File: src/rtl/reaction_pkg.sv
// Shared types and constants for the reaction-time game controller.
package reaction_pkg;

    localparam int VALUE_W = 14;

    localparam logic [15:0] LFSR_SEED = 16'hACE1;
    // Feedback taps 16/14/13/11 expressed as bit positions 15/13/12/10.
    localparam logic [15:0] LFSR_TAPS = 16'hB400;

    typedef enum logic [2:0] {
        IDLE,
        ARMED,
        GO,
        SHOW,
        ERR
    } state_t;

endpackage

File: src/rtl/btn_sync_edge.sv
// Two-flop synchronizer followed by a registered rising-edge pulse.
module btn_sync_edge (
    input  logic clk,
    input  logic reset,
    input  logic btn,
    output logic pulse
);

    logic sync1_reg;
    logic sync2_reg;
    logic prev_reg;

    always_ff @(posedge clk) begin
        if (!reset) begin
            sync1_reg <= 1'b0;
            sync2_reg <= 1'b0;
            prev_reg  <= 1'b0;
            pulse     <= 1'b0;
        end else begin
            sync1_reg <= btn;
            sync2_reg <= sync1_reg;
            prev_reg  <= sync2_reg;
            pulse     <= sync2_reg & ~prev_reg;
        end
    end

endmodule

File: src/rtl/reaction_game_ctrl.sv
// Reaction-time game sequencer: random delay, stimulus lamp, ms-resolution
// reaction measurement, best-time tracking and display value generation.
module reaction_game_ctrl
    import reaction_pkg::*;
#(
    parameter int TICK_DIV     = 10000,
    parameter int MIN_DELAY_MS = 1000,
    parameter int RAND_BITS    = 11,
    parameter int MAX_MS       = 9999
) (
    input  logic               clk,
    input  logic               reset,
    input  logic               btn_start,
    input  logic               btn_react,
    output logic [VALUE_W-1:0] value,
    output logic               show_error,
    output logic               stim_led,
    output logic               busy
);

    localparam int PRE_W = (TICK_DIV > 1) ? $clog2(TICK_DIV) : 1;

    logic [1:0] btn_raw;
    logic [1:0] btn_pulse;
    logic       start_pulse;
    logic       react_pulse;

    assign btn_raw     = {btn_react, btn_start};
    assign start_pulse = btn_pulse[0];
    assign react_pulse = btn_pulse[1];

    generate
        for (genvar gi = 0; gi < 2; gi++) begin : g_btn
            btn_sync_edge u_sync (
                .clk   (clk),
                .reset (reset),
                .btn   (btn_raw[gi]),
                .pulse (btn_pulse[gi])
            );
        end
    endgenerate

    logic [15:0] lfsr_reg;

    always_ff @(posedge clk) begin
        if (!reset) begin
            lfsr_reg <= LFSR_SEED;
        end else begin
            lfsr_reg <= {lfsr_reg[14:0], ^(lfsr_reg & LFSR_TAPS)};
        end
    end

    state_t             state_reg;
    logic [PRE_W-1:0]   prescaler_reg;
    logic [VALUE_W-1:0] delay_cnt_reg;
    logic [VALUE_W-1:0] rt_reg;
    logic [VALUE_W-1:0] rt_latched_reg;
    logic [VALUE_W-1:0] best_reg;
    logic               best_valid_reg;
    logic               tick;
    logic [VALUE_W-1:0] new_delay;

    assign tick      = (prescaler_reg == PRE_W'(TICK_DIV - 1));
    assign new_delay = VALUE_W'(MIN_DELAY_MS) + VALUE_W'(lfsr_reg[RAND_BITS-1:0]);

    // Every transition clears the prescaler (later assignment wins) so the
    // first tick in a new state lands exactly TICK_DIV cycles after entry.
    always_ff @(posedge clk) begin
        if (!reset) begin
            state_reg      <= IDLE;
            prescaler_reg  <= '0;
            delay_cnt_reg  <= '0;
            rt_reg         <= '0;
            rt_latched_reg <= '0;
            best_reg       <= '0;
            best_valid_reg <= 1'b0;
            value          <= '0;
            show_error     <= 1'b0;
            stim_led       <= 1'b0;
            busy           <= 1'b0;
        end else begin
            prescaler_reg <= tick ? '0 : prescaler_reg + 1'b1;
            case (state_reg)
                IDLE, SHOW, ERR: begin
                    if (state_reg == IDLE) begin
                        value <= best_valid_reg ? best_reg : '0;
                    end
                    if (start_pulse) begin
                        state_reg     <= ARMED;
                        prescaler_reg <= '0;
                        delay_cnt_reg <= new_delay;
                        value         <= '0;
                        show_error    <= 1'b0;
                        stim_led      <= 1'b0;
                        busy          <= 1'b1;
                    end
                end
                ARMED: begin
                    if (react_pulse) begin
                        state_reg     <= ERR;
                        prescaler_reg <= '0;
                        show_error    <= 1'b1;
                        busy          <= 1'b0;
                    end else if (tick) begin
                        if (delay_cnt_reg <= VALUE_W'(1)) begin
                            state_reg     <= GO;
                            prescaler_reg <= '0;
                            delay_cnt_reg <= '0;
                            rt_reg        <= '0;
                            stim_led      <= 1'b1;
                        end else begin
                            delay_cnt_reg <= delay_cnt_reg - 1'b1;
                        end
                    end
                end
                GO: begin
                    // React wins over a tick in the same cycle.
                    if (react_pulse) begin
                        state_reg      <= SHOW;
                        prescaler_reg  <= '0;
                        rt_latched_reg <= rt_reg;
                        value          <= rt_reg;
                        stim_led       <= 1'b0;
                        busy           <= 1'b0;
                        if (!best_valid_reg || rt_reg < best_reg) begin
                            best_reg       <= rt_reg;
                            best_valid_reg <= 1'b1;
                        end
                    end else if (tick) begin
                        if (rt_reg >= VALUE_W'(MAX_MS - 1)) begin
                            state_reg     <= ERR;
                            prescaler_reg <= '0;
                            show_error    <= 1'b1;
                            stim_led      <= 1'b0;
                            busy          <= 1'b0;
                        end else begin
                            rt_reg <= rt_reg + 1'b1;
                        end
                    end
                end
                default: begin
                    state_reg <= IDLE;
                    value     <= '0;
                    busy      <= 1'b0;
                    stim_led  <= 1'b0;
                end
            endcase
        end
    end

endmodule

File: config.mk
export PLATFORM = sky130hd
export DESIGN_NAME = reaction_game_ctrl
export DESIGN_NICKNAME = d
export VERILOG_FILES = /design/src/rtl/reaction_pkg.sv /design/src/rtl/btn_sync_edge.sv /design/src/rtl/reaction_game_ctrl.sv
export SDC_FILE = /design/constraint.sdc
export NUM_CORES = 1
export LEC_CHECK = 0
export ABC_CLOCK_PERIOD_IN_PS = 3100
export CAP_MARGIN = 20
export CORE_MARGIN = 4
export CORE_UTILIZATION = 37
export CTS_BUF_LIST = sky130_fd_sc_hd__clkbuf_8 sky130_fd_sc_hd__clkbuf_16
export DETAILED_ROUTE_END_ITERATION = 6
export PLACE_DENSITY_LB_ADDON = 0.1
export SYNTH_ARGS = -nofsm -noshare
export SYNTH_HDL_FRONTEND = slang
export SYNTH_HIERARCHICAL = 1
export SYNTH_SLANG_ARGS = --single-unit
export TNS_END_PERCENT = 1
File: constraint.sdc
create_clock -name clk -period 3.1 [get_ports clk]
set_clock_uncertainty 0.2 [all_clocks]
set_input_delay 0.775 -clock clk [delete_from_list [all_inputs] [get_ports clk]]
set_output_delay 0.775 -clock clk [all_outputs]
set_load 0.02 [all_outputs]
==> impl_metrics.tcl <==
set metrics [dict create \
    status "finished clean" \
    post_cts_buffers 0 \
    synth_area_sq_um 4960 \
    die_area_sq_um 15300 \
    vias_per_cell 5.26 \
    worst_ep_arrival_time_ns 2.69 \
    ys_seq_area_frac 0.407 \
    dp_cells 758 \
    critPathKind "register to register" \
    synthArstFlopShare 0 \
    coreArea_sq_um 13200 \
    synth_common_cells "101 x dfxtp_1, 66 x nand2_1, 36 x a21oi_1, 36 x nor2_1, 36 x o21ai_0" \
    synth_edf_count 0 \
    power_mw 2.55 \
    grt_pass1_vias 3902 \
    cts.reportedPaths.clkPinSlew_ns 0.07 \
    insertedDiodeCount 0 \
    pwr_density_cell_nw_per_um2 452 \
    finalNetCount 617 \
    grt_pass1_wl_mm 19.4 \
    netlist_top_cells_area "dfxtp_1 41%, nand2_1 5.0%, ha_1 4.8%" \
    clockPowerShare 0.405 \
    clock_sinks 101 \
    ctsHoldBuffers 0 \
    fin_setup_tns_ns 0 \
    grt_max_degree 43 \
    fin_ws_ns 0.493 \
    place.gp.congestion 0.846 \
    whs_endpoint "lfsr_reg[15]$_SDFF_PN1_" \
    die_y_microns 124 \
    fmax_mhz 384 \
    dp_hpwl_mm 7.98 \
    start_util 0.376 \
    vias 4074 \
    finalWirelength_mm 11.4 \
    die_w_microns 124 \
    synth.most_common_cell "dfxtp_1" \
    finish.utilization 0.427 \
    min_path_type "register to register" \
    htreeDepth 3 \
    io_pins 21 \
    post-synth-top-area-cell "dfxtp_1" \
    r2r_end "rt_reg[13]$_SDFFE_PN0P_" \
    drtIter0Drc 275 \
    maxUsedRoutingLayer "met4" \
    hold_depth 1 \
    wire_per_inst_microns 14.7 \
    rsz0062_at_grt "false" \
    avgSynthCellArea_sq_um 8.62 \
    syn_nets 599 \
    wirelength_met1_mm 5.98 \
    hold_violations 0 \
    rows 42 \
    hold_start "lfsr_reg[14]$_SDFF_PN0_" \
    cts_buffers 9 \
    p_int_mw 1.93 \
    cp_max_fo 21 \
    r2r_slack_ns 0.49 \
    worst_setup_path_end_kind "register" \
    route.met2.wl_mm 4.80 \
    routed-wl-met3_microns 425 \
    fin_area_sq_um 5630 \
    peakVddDrop_mv 0.304 \
    ys_ff_latch 101 \
    whs_ns 0.213 \
    ys_types 66 \
    overflow 0 \
    antenna_found_initial 0 \
    fin_crit_sh 0.841 \
    ant_nets 0 \
    seq_power_share 0.529 \
    synth_top_area_share 0.407 \
    synth_top_flop_cell "dfxtp_1" \
    setup_violations 0 \
    slew_violations 0 \
    worstMarginPinSlew_ns 0.758 \
    drcViolationCount 0 \
    timing.rr.start "state_reg[0]$_SDFFE_PN0P_" \
    clockBufferDepth 2 \
    p_leak_nw 2.10 \
    netlist_instances 576 \
    final_cells 775 \
    critPathRequiredTime_ns 3.18 \
    p_sw_mw 0.621 \
    largest_register_ff_count 16 \
    maxSlewHeadroom 0.489 \
    yosysWarnings 6 \
    reg2regPathDepth 6 \
    cts_resized 0 \
    port_buffers 20 \
    crit_path_start "state_reg[0]$_SDFFE_PN0P_" \
    period_minus_slack_ns 2.61 \
    place_ws_ns 0.478 \
    place_area_sq_um 5360 \
    switching_share 0.244 \
    start_kind "register" \
    drv_cap 0 \
    drive_above_1_share 0.0952 \
    first_pass_iters 4 \
    root_buffer "clkbuf_16" \
    clk_latency_ns 0.35 \
    cts_tree "done" \
    combPwrFrac 0.066 \
    grt_usage 0.160 \
    area_growth_pct 13.5 \
]
[per-layer routing]
| metal | vias up | track usage |
|---|---|---|
| li1 | 2078 | - |
| met1 | 1922 | 0.233 |
| met2 | 63 | 0.233 |
| met3 | 11 | 0.0250 |
| met4 | 0 | 0.0657 |
| met5 | - | 0 |
[power by group through the flow]
stage	clock, mW	sequential (mW)	combinational [mW]
3_3_place_gp	0	1.38	0.167
4_1_cts	1.07	1.35	0.169
5_1_grt	1.12	1.35	0.189
3_5_place_dp	0	1.38	0.169
2_1_floorplan	0	1.37	0.124
6_report	1.03	1.35	0.168
[worst max path at each step]
stage,endpoint,slack [ns],cells after the start
final,rt_reg[13]$_SDFFE_PN0P_,0.49,6
after floorplan,rt_reg[1]$_SDFFE_PN0P_,0.89,8
after CTS,rt_reg[13]$_SDFFE_PN0P_,0.44,8
after global routing,rt_reg[13]$_SDFFE_PN0P_,0.25,6
after detailed placement,rt_reg[13]$_SDFFE_PN0P_,0.48,8
after global placement,delay_cnt_reg[8]$_SDFFE_PN0P_,0.35,5
[cells in the final DEF, fill, tap and decap left out, drive strengths merged, types with 3 or more instances in the layout]
cell type      synthesis  layout
nand2                 67      67
and3                   8       8
clkinv                 0       4
nor4                   7       7
clkinvlp               0       3
or3                    9       9
o21ai                 37      37
a21oi                 38      38
and2                  19      19
xnor2                 11      11
clkbuf                19       9
nor2b                  4       4
a211oi                 5       5
a21o                   3       3
o211ai                 7       7
a21boi                 3       3
clkdlybuf4s50          0      19
mux2i                 15      15
buf                   12      19
nor2                  36      36
o32ai                  3       3
nand2b                13      13
xor2                  12      12
ha                    19      19
a22oi                 17      17
nand3                 16      16
nand4                  8       8
o21a                   3       3
o31ai                  8       8
dfxtp                101     101
or4                    6       6
inv                   31      31
nor3                  10      10
[worst max-delay path: stages, from the launching register on]
cell and delay (ns):
dfxtp_1 0.58, nor2b_4 0.24, nand2b_1 0.11, nor4_4 0.39, o21ai_2 0.28, or4_1 0.59
a21oi_1 0.15
[area by class of cell]
| class | count | area [sq um] |
|---|---|---|
| multi-input combinational | 413 | 2680 |
| sequential | 101 | 2020 |
| inverter | 31 | 116 |
| timing repair buffer | 38 | 330 |
| clock buffer | 9 | 225 |
| tap | 176 | 220 |
| fill | 1346 | 7560 |
| clock inverter | 7 | 42.5 |
[cell families after synthesis]
logic type,count (synthesis),synth area share
AO/OA/AOI/OAI,144,0.189
XOR/XNOR,23,0.0406
adder cells (fa/ha/maj),19,0.0479
buffers and inverters,62,0.0542
flip-flops,101,0.407
multiplexers,15,0.0303
AND/OR/NAND/NOR,212,0.231
Note: power is estimated with default switching activity, not from simulation.
